## src/rtl/lenet_pkg.sv

```systemverilog
// ----------------------------------------------------------------------------
// lenet_pkg
// Shared types and constants for the LeNet digit post-processing blocks.
//   NUM_CLASSES  : number of digit classes produced by the classifier (0..9)
//   DIGIT_W      : width of a digit code
//   digit_t      : digit code type
//   vote_state_t : state encoding of the digit_vote controller
//   digit_ok()   : true when a digit code names a real class
// ----------------------------------------------------------------------------
package lenet_pkg;

    localparam int NUM_CLASSES = 10;
    localparam int DIGIT_W     = 4;
    localparam int SCAN_LAST   = NUM_CLASSES - 1;

    typedef logic [DIGIT_W-1:0] digit_t;

    typedef enum logic [1:0] {
        IDLE    = 2'd0,
        UPDATE  = 2'd1,
        SCAN    = 2'd2,
        PUBLISH = 2'd3
    } vote_state_t;

    // Codes 10..15 are not classes and must never enter the vote window.
    function automatic logic digit_ok(input digit_t d);
        return (d < digit_t'(NUM_CLASSES));
    endfunction

endpackage

```

## src/rtl/digit_vote_hist.sv

```systemverilog
// ----------------------------------------------------------------------------
// digit_vote_hist
// Per-class occurrence histogram of the vote window plus a sequential argmax.
//   clk24, rst_n      : clock, asynchronous active-low reset
//   clear_i           : synchronous flush of all bins and scan result
//   push_i            : one window update this cycle
//   push_digit_i      : digit entering the window
//   evict_i           : window is full, evict_digit_i leaves it this cycle
//   evict_digit_i     : digit leaving the window
//   scan_en_i         : examine bin scan_idx_i this cycle
//   scan_idx_i        : bin under examination (0 starts a new scan)
//   query_digit_i     : digit whose bin is reported on query_count_o
//   best_digit_o      : running/final argmax digit
//   best_count_o      : bin value of best_digit_o
//   query_count_o     : current bin value of query_digit_i
// ----------------------------------------------------------------------------
module digit_vote_hist
    import lenet_pkg::*;
#(
    parameter int DEPTH = 8,
    parameter int CW    = $clog2(DEPTH + 1)
) (
    input  logic          clk24,
    input  logic          rst_n,
    input  logic          clear_i,
    input  logic          push_i,
    input  digit_t        push_digit_i,
    input  logic          evict_i,
    input  digit_t        evict_digit_i,
    input  logic          scan_en_i,
    input  digit_t        scan_idx_i,
    input  digit_t        query_digit_i,
    output digit_t        best_digit_o,
    output logic [CW-1:0] best_count_o,
    output logic [CW-1:0] query_count_o
);

    logic [CW-1:0] bin_q [NUM_CLASSES];
    logic [CW-1:0] bin_d [NUM_CLASSES];
    digit_t        best_digit_q;
    logic [CW-1:0] best_cnt_q;
    logic [CW-1:0] scan_bin_s;

    // Next bin values: +1 for the new digit, -1 for the evicted one; equal
    // new/evicted digits cancel, so a bin can never pass DEPTH.
    always_comb begin
        for (int k = 0; k < NUM_CLASSES; k++) begin
            if (push_i && (push_digit_i == digit_t'(k)) &&
                !(evict_i && (evict_digit_i == digit_t'(k)))) begin
                bin_d[k] = bin_q[k] + CW'(1);
            end else if (push_i && evict_i && (evict_digit_i == digit_t'(k)) &&
                         (push_digit_i != digit_t'(k))) begin
                bin_d[k] = bin_q[k] - CW'(1);
            end else begin
                bin_d[k] = bin_q[k];
            end
        end
    end

    // Bin reads guarded against the unused codes 10..15.
    always_comb begin
        if (scan_idx_i < digit_t'(NUM_CLASSES)) begin
            scan_bin_s = bin_q[scan_idx_i];
        end else begin
            scan_bin_s = {CW{1'b0}};
        end
        if (query_digit_i < digit_t'(NUM_CLASSES)) begin
            query_count_o = bin_q[query_digit_i];
        end else begin
            query_count_o = {CW{1'b0}};
        end
    end

    // Bin storage and argmax: bin 0 seeds the scan, later bins replace the
    // best only when strictly larger so ties stay with the lowest digit.
    always_ff @(posedge clk24 or negedge rst_n) begin
        if (!rst_n) begin
            for (int k = 0; k < NUM_CLASSES; k++) begin
                bin_q[k] <= {CW{1'b0}};
            end
            best_digit_q <= digit_t'(0);
            best_cnt_q   <= {CW{1'b0}};
        end else if (clear_i) begin
            for (int k = 0; k < NUM_CLASSES; k++) begin
                bin_q[k] <= {CW{1'b0}};
            end
            best_digit_q <= digit_t'(0);
            best_cnt_q   <= {CW{1'b0}};
        end else begin
            for (int k = 0; k < NUM_CLASSES; k++) begin
                bin_q[k] <= bin_d[k];
            end
            if (scan_en_i && ((scan_idx_i == digit_t'(0)) || (scan_bin_s > best_cnt_q))) begin
                best_digit_q <= scan_idx_i;
                best_cnt_q   <= scan_bin_s;
            end
        end
    end

    assign best_digit_o = best_digit_q;
    assign best_count_o = best_cnt_q;

endmodule

```

## src/rtl/digit_vote.sv

```systemverilog
// ----------------------------------------------------------------------------
// digit_vote
// Majority vote over the last DEPTH LeNet classifications.
//   clk24       : clock
//   rst_n       : asynchronous active-low reset
//   lenet_digit : classifier digit, taken on a lenet_ready rising edge
//   lenet_ready : classifier ready level
//   clear       : synchronous flush of history, pending result and outputs
//   vote_digit  : majority digit
//   vote_count  : occurrences of vote_digit in the window
//   vote_valid  : vote_count >= MIN_VOTES
//   busy        : update/scan/publish in progress
//   overrun     : sticky, a pending result was overwritten
// Build option: DIGIT_VOTE_HYST_EN -- the published digit only changes when
// the new winner strictly outnumbers the currently published digit.
// ----------------------------------------------------------------------------
module digit_vote
    import lenet_pkg::*;
#(
    parameter int DEPTH     = 8,
    parameter int MIN_VOTES = 5,
    localparam int CW       = $clog2(DEPTH + 1),
    localparam int PW       = (DEPTH > 1) ? $clog2(DEPTH) : 1
) (
    input  logic          clk24,
    input  logic          rst_n,
    input  logic [3:0]    lenet_digit,
    input  logic          lenet_ready,
    input  logic          clear,
    output logic [3:0]    vote_digit,
    output logic [CW-1:0] vote_count,
    output logic          vote_valid,
    output logic          busy,
    output logic          overrun
);

    vote_state_t   state_q;
    logic          ready_q;
    digit_t        scan_idx_q;
    digit_t        hist_q [DEPTH];
    logic [PW-1:0] wr_ptr_q;
    logic [CW-1:0] fill_q;
    logic          pend_v_q;
    digit_t        pend_digit_q;
    digit_t        job_digit_q;
    digit_t        vote_digit_q;
    logic [CW-1:0] vote_count_q;
    logic          vote_valid_q;
    logic          busy_q;
    logic          overrun_q;

    logic          edge_s;
    logic          full_s;
    digit_t        best_digit_s;
    logic [CW-1:0] best_cnt_s;
    logic [CW-1:0] cur_cnt_s;

    // Accepted result: rising edge of ready carrying a real class code.
    always_comb begin
        edge_s = lenet_ready && !ready_q && digit_ok(lenet_digit);
        full_s = (fill_q == CW'(DEPTH));
    end

    digit_vote_hist #(
        .DEPTH (DEPTH),
        .CW    (CW)
    ) u_hist (
        .clk24         (clk24),
        .rst_n         (rst_n),
        .clear_i       (clear),
        .push_i        (state_q == UPDATE),
        .push_digit_i  (job_digit_q),
        .evict_i       (full_s),
        .evict_digit_i (hist_q[wr_ptr_q]),
        .scan_en_i     (state_q == SCAN),
        .scan_idx_i    (scan_idx_q),
        .query_digit_i (vote_digit_q),
        .best_digit_o  (best_digit_s),
        .best_count_o  (best_cnt_s),
        .query_count_o (cur_cnt_s)
    );

    // Controller: edge capture, pending slot, history ring and published outputs.
    always_ff @(posedge clk24 or negedge rst_n) begin
        if (!rst_n) begin
            state_q      <= IDLE;
            ready_q      <= 1'b0;
            scan_idx_q   <= digit_t'(0);
            for (int i = 0; i < DEPTH; i++) begin
                hist_q[i] <= digit_t'(0);
            end
            wr_ptr_q     <= {PW{1'b0}};
            fill_q       <= {CW{1'b0}};
            pend_v_q     <= 1'b0;
            pend_digit_q <= digit_t'(0);
            job_digit_q  <= digit_t'(0);
            vote_digit_q <= digit_t'(0);
            vote_count_q <= {CW{1'b0}};
            vote_valid_q <= 1'b0;
            busy_q       <= 1'b0;
            overrun_q    <= 1'b0;
        end else begin
            // Ready is tracked even during clear so a held level is not
            // re-seen as a fresh edge afterwards.
            ready_q <= lenet_ready;
            if (clear) begin
                state_q      <= IDLE;
                scan_idx_q   <= digit_t'(0);
                for (int i = 0; i < DEPTH; i++) begin
                    hist_q[i] <= digit_t'(0);
                end
                wr_ptr_q     <= {PW{1'b0}};
                fill_q       <= {CW{1'b0}};
                pend_v_q     <= 1'b0;
                pend_digit_q <= digit_t'(0);
                job_digit_q  <= digit_t'(0);
                vote_digit_q <= digit_t'(0);
                vote_count_q <= {CW{1'b0}};
                vote_valid_q <= 1'b0;
                busy_q       <= 1'b0;
                overrun_q    <= 1'b0;
            end else begin
                case (state_q)
                    IDLE: begin
                        // A waiting result goes first; a simultaneous new one
                        // takes over the slot it frees.
                        if (pend_v_q) begin
                            job_digit_q <= pend_digit_q;
                            state_q     <= UPDATE;
                            busy_q      <= 1'b1;
                            pend_v_q    <= edge_s;
                            if (edge_s) begin
                                pend_digit_q <= lenet_digit;
                            end
                        end else if (edge_s) begin
                            job_digit_q <= lenet_digit;
                            state_q     <= UPDATE;
                            busy_q      <= 1'b1;
                        end
                    end
                    UPDATE: begin
                        hist_q[wr_ptr_q] <= job_digit_q;
                        if (wr_ptr_q == PW'(DEPTH - 1)) begin
                            wr_ptr_q <= {PW{1'b0}};
                        end else begin
                            wr_ptr_q <= wr_ptr_q + PW'(1);
                        end
                        if (!full_s) begin
                            fill_q <= fill_q + CW'(1);
                        end
                        scan_idx_q <= digit_t'(0);
                        state_q    <= SCAN;
                    end
                    SCAN: begin
                        if (scan_idx_q == digit_t'(SCAN_LAST)) begin
                            state_q <= PUBLISH;
                        end else begin
                            scan_idx_q <= scan_idx_q + digit_t'(1);
                        end
                    end
                    PUBLISH: begin
`ifdef DIGIT_VOTE_HYST_EN
                        if (best_cnt_s > cur_cnt_s) begin
                            vote_digit_q <= best_digit_s;
                            vote_count_q <= best_cnt_s;
                            vote_valid_q <= (best_cnt_s >= CW'(MIN_VOTES));
                        end else begin
                            vote_count_q <= cur_cnt_s;
                            vote_valid_q <= (cur_cnt_s >= CW'(MIN_VOTES));
                        end
`else
                        vote_digit_q <= best_digit_s;
                        vote_count_q <= best_cnt_s;
                        vote_valid_q <= (best_cnt_s >= CW'(MIN_VOTES));
`endif
                        state_q <= IDLE;
                        busy_q  <= 1'b0;
                    end
                    default: begin
                        state_q <= IDLE;
                        busy_q  <= 1'b0;
                    end
                endcase
                // Arrivals while working land in the 1-deep pending slot.
                if ((state_q != IDLE) && edge_s) begin
                    pend_v_q     <= 1'b1;
                    pend_digit_q <= lenet_digit;
                    if (pend_v_q) begin
                        overrun_q <= 1'b1;
                    end
                end
            end
        end
    end

    assign vote_digit = vote_digit_q;
    assign vote_count = vote_count_q;
    assign vote_valid = vote_valid_q;
    assign busy       = busy_q;
    assign overrun    = overrun_q;

endmodule

```

## config.mk

```make
export PLATFORM = sky130hd
export DESIGN_NAME = digit_vote
export DESIGN_NICKNAME = d
export VERILOG_FILES = /design/src/rtl/lenet_pkg.sv /design/src/rtl/digit_vote_hist.sv /design/src/rtl/digit_vote.sv
export SDC_FILE = /design/constraint.sdc
export NUM_CORES = 1
export LEC_CHECK = 0
export BUFFER_PORTS_ARGS = -buffer_cell sky130_fd_sc_hd__buf_2
export CORE_MARGIN = 5
export CORE_UTILIZATION = 35
export CTS_CLUSTER_SIZE = 10
export DETAILED_ROUTE_END_ITERATION = 12
export PLACE_DENSITY = 0.47
export SKIP_CTS_REPAIR_TIMING = 1
export SLEW_MARGIN = 25
export SYNTH_ARGS = -nofsm -noshare
export SYNTH_HDL_FRONTEND = slang
export SYNTH_HIERARCHICAL = 1
export SYNTH_SLANG_ARGS = --single-unit
```

## constraint.sdc

```tcl
create_clock -name clk24 -period 6.53 [get_ports clk24]
set_input_delay 0.653 -clock clk24 [delete_from_list [all_inputs] [get_ports clk24]]
set_output_delay 0.653 -clock clk24 [all_outputs]
set_load 0.005 [all_outputs]
```

# Word-level counts from Yosys, hierarchy flattened
# Index checks and enable logic that the tools add are counted.
dict set report word_totals {
  regBits 114
  input_bits 8
  output_inout_bits 11
  wordCells 281
}
dict set report classes {
  add_sub_neg 23
  order_cmp 7
  n_eq_ne 37
  muxes 76
  n_bitwise 2
  n_reduce_logical 103
}
# cell count
set ops {}
lappend ops {{4-bit two-way mux} 47}
lappend ops {{32-bit two-way mux} 2}
lappend ops {{1-bit logical AND} 56}
lappend ops {{4-bit by 1-bit adder with 4-bit output (second input constant)} 12}
lappend ops {{3-bit nonzero test} 16}
lappend ops {{40-bit two-way mux} 1}
lappend ops {{4-bit by 1-bit subtractor with 4-bit output (second input constant)} 10}
lappend ops {{32-bit bitwise mux} 1}
lappend ops {{4-bit by 3-bit equality test with 1-bit output (second input constant)} 8}
lappend ops {{4-bit equality test (second input constant)} 6}
lappend ops {{4-bit binary-select mux with 4-bit select} 1}
lappend ops {{4-bit by 2-bit equality test with 1-bit output (second input constant)} 4}
lappend ops {{4-bit by 3-bit inequality test with 1-bit output (second input constant)} 4}
lappend ops {{2-bit nonzero test} 7}
lappend ops {{4-bit binary-select mux with 3-bit select} 1}
lappend ops {{4-bit demux with 3-bit select} 1}
lappend ops {{4-bit zero test} 3}
lappend ops {{1-bit two-way mux} 12}
lappend ops {{4-bit inequality test (second input constant)} 3}
lappend ops {{2-bit AND reduction} 6}
lappend ops {{1-bit zero test} 11}
lappend ops {{3-bit two-way mux} 3}
lappend ops {{4-bit by 1-bit equality test with 1-bit output (second input constant)} 2}
lappend ops {{4-bit less-than comparator (second input constant)} 2}
lappend ops {{other kinds (23)} 29}

# Depth between registers and ports, before layout
dict set report depth {
  word_depth 10
  ltp_mapped 16
  ltp_nobuf 13
}

# Modules after synthesis
# Netlist, hierarchy kept.
# mod instances cells_per_inst area_each_um2 seq_area_each_um2
set modules_own_cells {}
lappend modules_own_cells {digit_vote_hist 1 414 4080.2 1201.2}
lappend modules_own_cells {digit_vote 1 322 3354.5 1651.6}

# Worst setup path before layout
# Ideal clock, no wire load.
dict set report synth_path {
  path_type {reg-to-reg}
  from {register wr_ptr_q[1]}
  to {register u_hist/bin_q[19] (netlist name)}
  setup_ps 78
  arrival_time_ps 3289
  slack_ps 3163
  path_stages_with_launch 14
  n_path_buf 2
  path_cell_list {dfrtp_1 > buf_2 > mux2_2 > a221o_1 > nor2b_1 > clkbuf_1 > a211oi_1 > inv_1 > ha_1 > a21o_1 > a21oi_1 > xnor2_1 > or3_1 > a21oi_1}
}
dict set report synth_between {
  elab_chain_cells 10
}
# item line_no
set synth_lines {}
lappend synth_lines {{start, declared} digit_vote.sv:41} ;# logic [PW-1:0] wr_ptr_q;
lappend synth_lines {{start signal, assigned} digit_vote.sv:92} ;# wr_ptr_q <= {PW{1'b0}};
lappend synth_lines {{start signal, assigned} digit_vote.sv:112} ;# wr_ptr_q <= {PW{1'b0}};
lappend synth_lines {{start signal, assigned} digit_vote.sv:144} ;# wr_ptr_q <= {PW{1'b0}};
lappend synth_lines {{3-bit inverter with 4-bit output (implied by the code) (*)} digit_vote.sv:74} ;# .evict_digit_i (hist_q[wr_ptr_q]),
lappend synth_lines {{4-bit binary-select mux with 3-bit select (*)} digit_vote.sv:74}
lappend synth_lines {{4-bit two-way mux (implied by the code) (*) (2 in series)} digit_vote.sv:74}
lappend synth_lines {{4-bit by 3-bit equality test with 1-bit output (*)} {digit_vote_hist.sv:49, digit_vote_hist.sv:51}}
lappend synth_lines {{1-bit logical AND} digit_vote_hist.sv:49} ;# !(evict_i && (evict_digit_i == digit_t'(k)))) begin
lappend synth_lines {{1-bit zero test} digit_vote_hist.sv:49}
lappend synth_lines {{1-bit logical AND} digit_vote_hist.sv:48} ;# if (push_i && (push_digit_i == digit_t'(k)) &&
lappend synth_lines {{4-bit two-way mux} digit_vote_hist.sv:48}
lappend synth_lines {{40-bit two-way mux} digit_vote_hist.sv:83} ;# end else if (clear_i) begin
lappend synth_lines {{end signal, assigned by index} digit_vote_hist.sv:79} ;# bin_q[k] <= {CW{1'b0}};
lappend synth_lines {{end signal, assigned by index} digit_vote_hist.sv:85} ;# bin_q[k] <= {CW{1'b0}};
lappend synth_lines {{end signal, assigned by index} digit_vote_hist.sv:91} ;# bin_q[k] <= bin_d[k];
lappend synth_lines {{end, declared} digit_vote_hist.sv:38} ;# logic [CW-1:0] bin_q [NUM_CLASSES];
# Mark *: on every way between the ends. The rest lies on a longest branch, timed or not. The select of a mux whose other input is x is not followed.
# A chain may end at the register's enable or synchronous reset.

# Worst setup path after layout
dict set report layout_path {
  from {register wr_ptr_q[0]}
  to {register u_hist/bin_q[19] (netlist name)}
}
# Same word-level chain as after synthesis.

==> flow_summary.yaml <==
worst_setup_path:
  critPathMaxFanout: 24
  cp-start-kind: "register"
  cp-end-kind: "register"
  slowest_delay_ps: 840
  crit_required_ps: 6870
  path_class: "reg -> reg"
  slowest_stage: "dfrtp_1"
  crit_chain: "mux2_2, and3_1, or3_1, and3b_1, a211oi_1, inv_1, ha_1, a21o_1, a21oi_1, xnor2_1, or3_1, a21oi_1"
  arrival_ps: 4420
clocking:
  clkSinkCount: 114
  numCtsBuffers: 17
  path_clk_slew_ps: 60
  cts_tree: "yes"
  clock_latency_ps: 420
  htreeDepth: 4
  cts_buffer_depth: 2
  cts-root-buf: "clkbuf_16"
detailed_routing:
  final_antenna_net_count: 0
  first_pass_iters: 4
  wl_per_cell_um: 16.7
  drtIter0Drc: 346
  dr_total_vias: 5117
  drc: 0
  viasPerCell: 5.18
  postRouteWirelength_um: 16500
die:
  rows: 52
  die_y_um: 152
  num_io_pins: 19
  start_util_pct: 35.3
  die-width_um: 152
  core_area_um2: 20100
  die_area_um2: 23200
placed_design:
  gp_congestion: 0.795
  dp.cells: 955
  port_buffers: 18
  hpwlAfterDp_um: 11500
cells_and_area:
  fillers: 1938
  finalNetCount: 756
  final_cell_mix: "dfrtp_1, nor2_1, mux2i_1, inv_1"
  fin_cells: 987
  area_growth_pct: 12.7
  mostFrequentLayoutCell: "dfrtp_1"
  n_antenna_cell: 0
  drive_above_1_share_pct: 11.9
sta:
  fmax_ghz: 0.245
  fin_skew_ps: 6.21
  finalCritPeriodShare_pct: 62.5
  rsz0062_at_grt: "no"
  hold_viol_final: 0
  setup_viol: 0
  slew_headroom_pct: 36.0
  tightest_slew_ps: 959
  whs_ps: 193
  period_needed_ps: 4080
  setup_tns_ps: 0
  drv_slew: 0
synth:
  yosys_warnings: 6
  synth_fp_nets: 757
  syn-cell-area_um2: 7100
  avgSynthCellArea_um2: 10.1
  synthCells: 705
global_route:
  grt_overflow: 0
  grt_pass1_wl_um: 27600
  grt_pass1_vias: 5299
  grt_start_max_net_pins: 80
  antenna_found_initial: 0
  grt_util_all_layers_pct: 14.6
run_status:
  status: "finished, final reports clean"
power_and_ir_drop:
  power_leakage_uw: 0.00362
  vdd_ir_drop_max_mv: 0.166
  powerDensity_nw_per_um2: 280
job:
  maxCapViolations: 0
worst_hold_path:
  hp-class: "in -> async"
-- stage by stage --
stage               util [%]  total power [uW]  area (um^2)  setup slack (ps)
floorplan                  -              1170         7100              3160
global placement        36.7              1270         7390              2520
detailed placement      36.7              1290         7390              2430
CTS                     39.8              2270         8000              2430
global route            39.8              2360         8000              2060
finish                  39.8              2240         8000              2450
-- registers in the layout (all words and copies together) (netlist names) --
| name | cells |
|---|---|
| u_hist/bin_q | 40 |
| hist_q | 32 |
| fill_q | 4 |
| job_digit_q | 4 |
| pend_digit_q | 4 |
| scan_idx_q | 4 |
| u_hist/best_count_o | 4 |
| u_hist/best_digit_o | 4 |
| vote_count | 4 |
| vote_digit | 4 |
| wr_ptr_q | 3 |
| state_q | 2 |
| busy | 1 |
| overrun | 1 |
| pend_v_q | 1 |
| ready_q | 1 |
| vote_valid | 1 |
-- power by group --
part	total (uW)	switching (uW)	internal, uW
Clock	967	363	603
Sequential	822	78.6	743
Combinational	454	257	197
-- critical path, delay by kind of cell (launching register included) --
| kind | cells | cell delay, ps |
|---|---|---|
| adder cells (fa/ha/maj) | 1 | 300 |
| buffers and inverters | 1 | 140 |
| XOR/XNOR | 1 | 100 |
| AND/OR/NAND/NOR | 4 | 1190 |
| flip-flops | 1 | 840 |
| AO/OA/AOI/OAI | 4 | 1010 |
| multiplexers | 1 | 410 |
-- per-layer routing --
metal / GRT usage (%) / vias up / wire [um]
met5: 0 / - / 0
met4: 4.58 / 0 / 272
met2: 22.8 / 73 / 7790
met3: 3.75 / 22 / 591
li1: - / 2477 / -
met1: 19.9 / 2545 / 7830
-- path summary, 6_finish.rpt --
kind	from	endpoint	slack, ps	cells past startpoint
setup / recovery	wr_ptr_q[0]$_DFFE_PN0N_	u_hist/bin_q[19]$_DFFE_PN0P_	2450	12
hold / removal	rst_n	u_hist/bin_q[38]$_DFFE_PN0P_	190	1
setup reg to reg	wr_ptr_q[0]$_DFFE_PN0N_	u_hist/bin_q[19]$_DFFE_PN0P_	2450	12
hold reg to reg	overrun$_DFFE_PN0P_	overrun$_DFFE_PN0P_	500	2
max in group asynchronous	rst_n	u_hist/bin_q[28]$_DFFE_PN0P_	5230	2
min in group clk24	lenet_ready	ready_q$_DFF_PN0_	350	1
-- cell type report --
type	count	area [um^2]	share of cell area, %
multi-input cells	504	3900	48.7
inverters	44	165	2.06
clock buffers	17	425	5.32
repair buffers	23	136	1.70
clock inverters	15	184	2.30
flip-flops and latches	114	2850	35.7
well taps	270	338	4.22
Power figures use the tool's default switching activity.
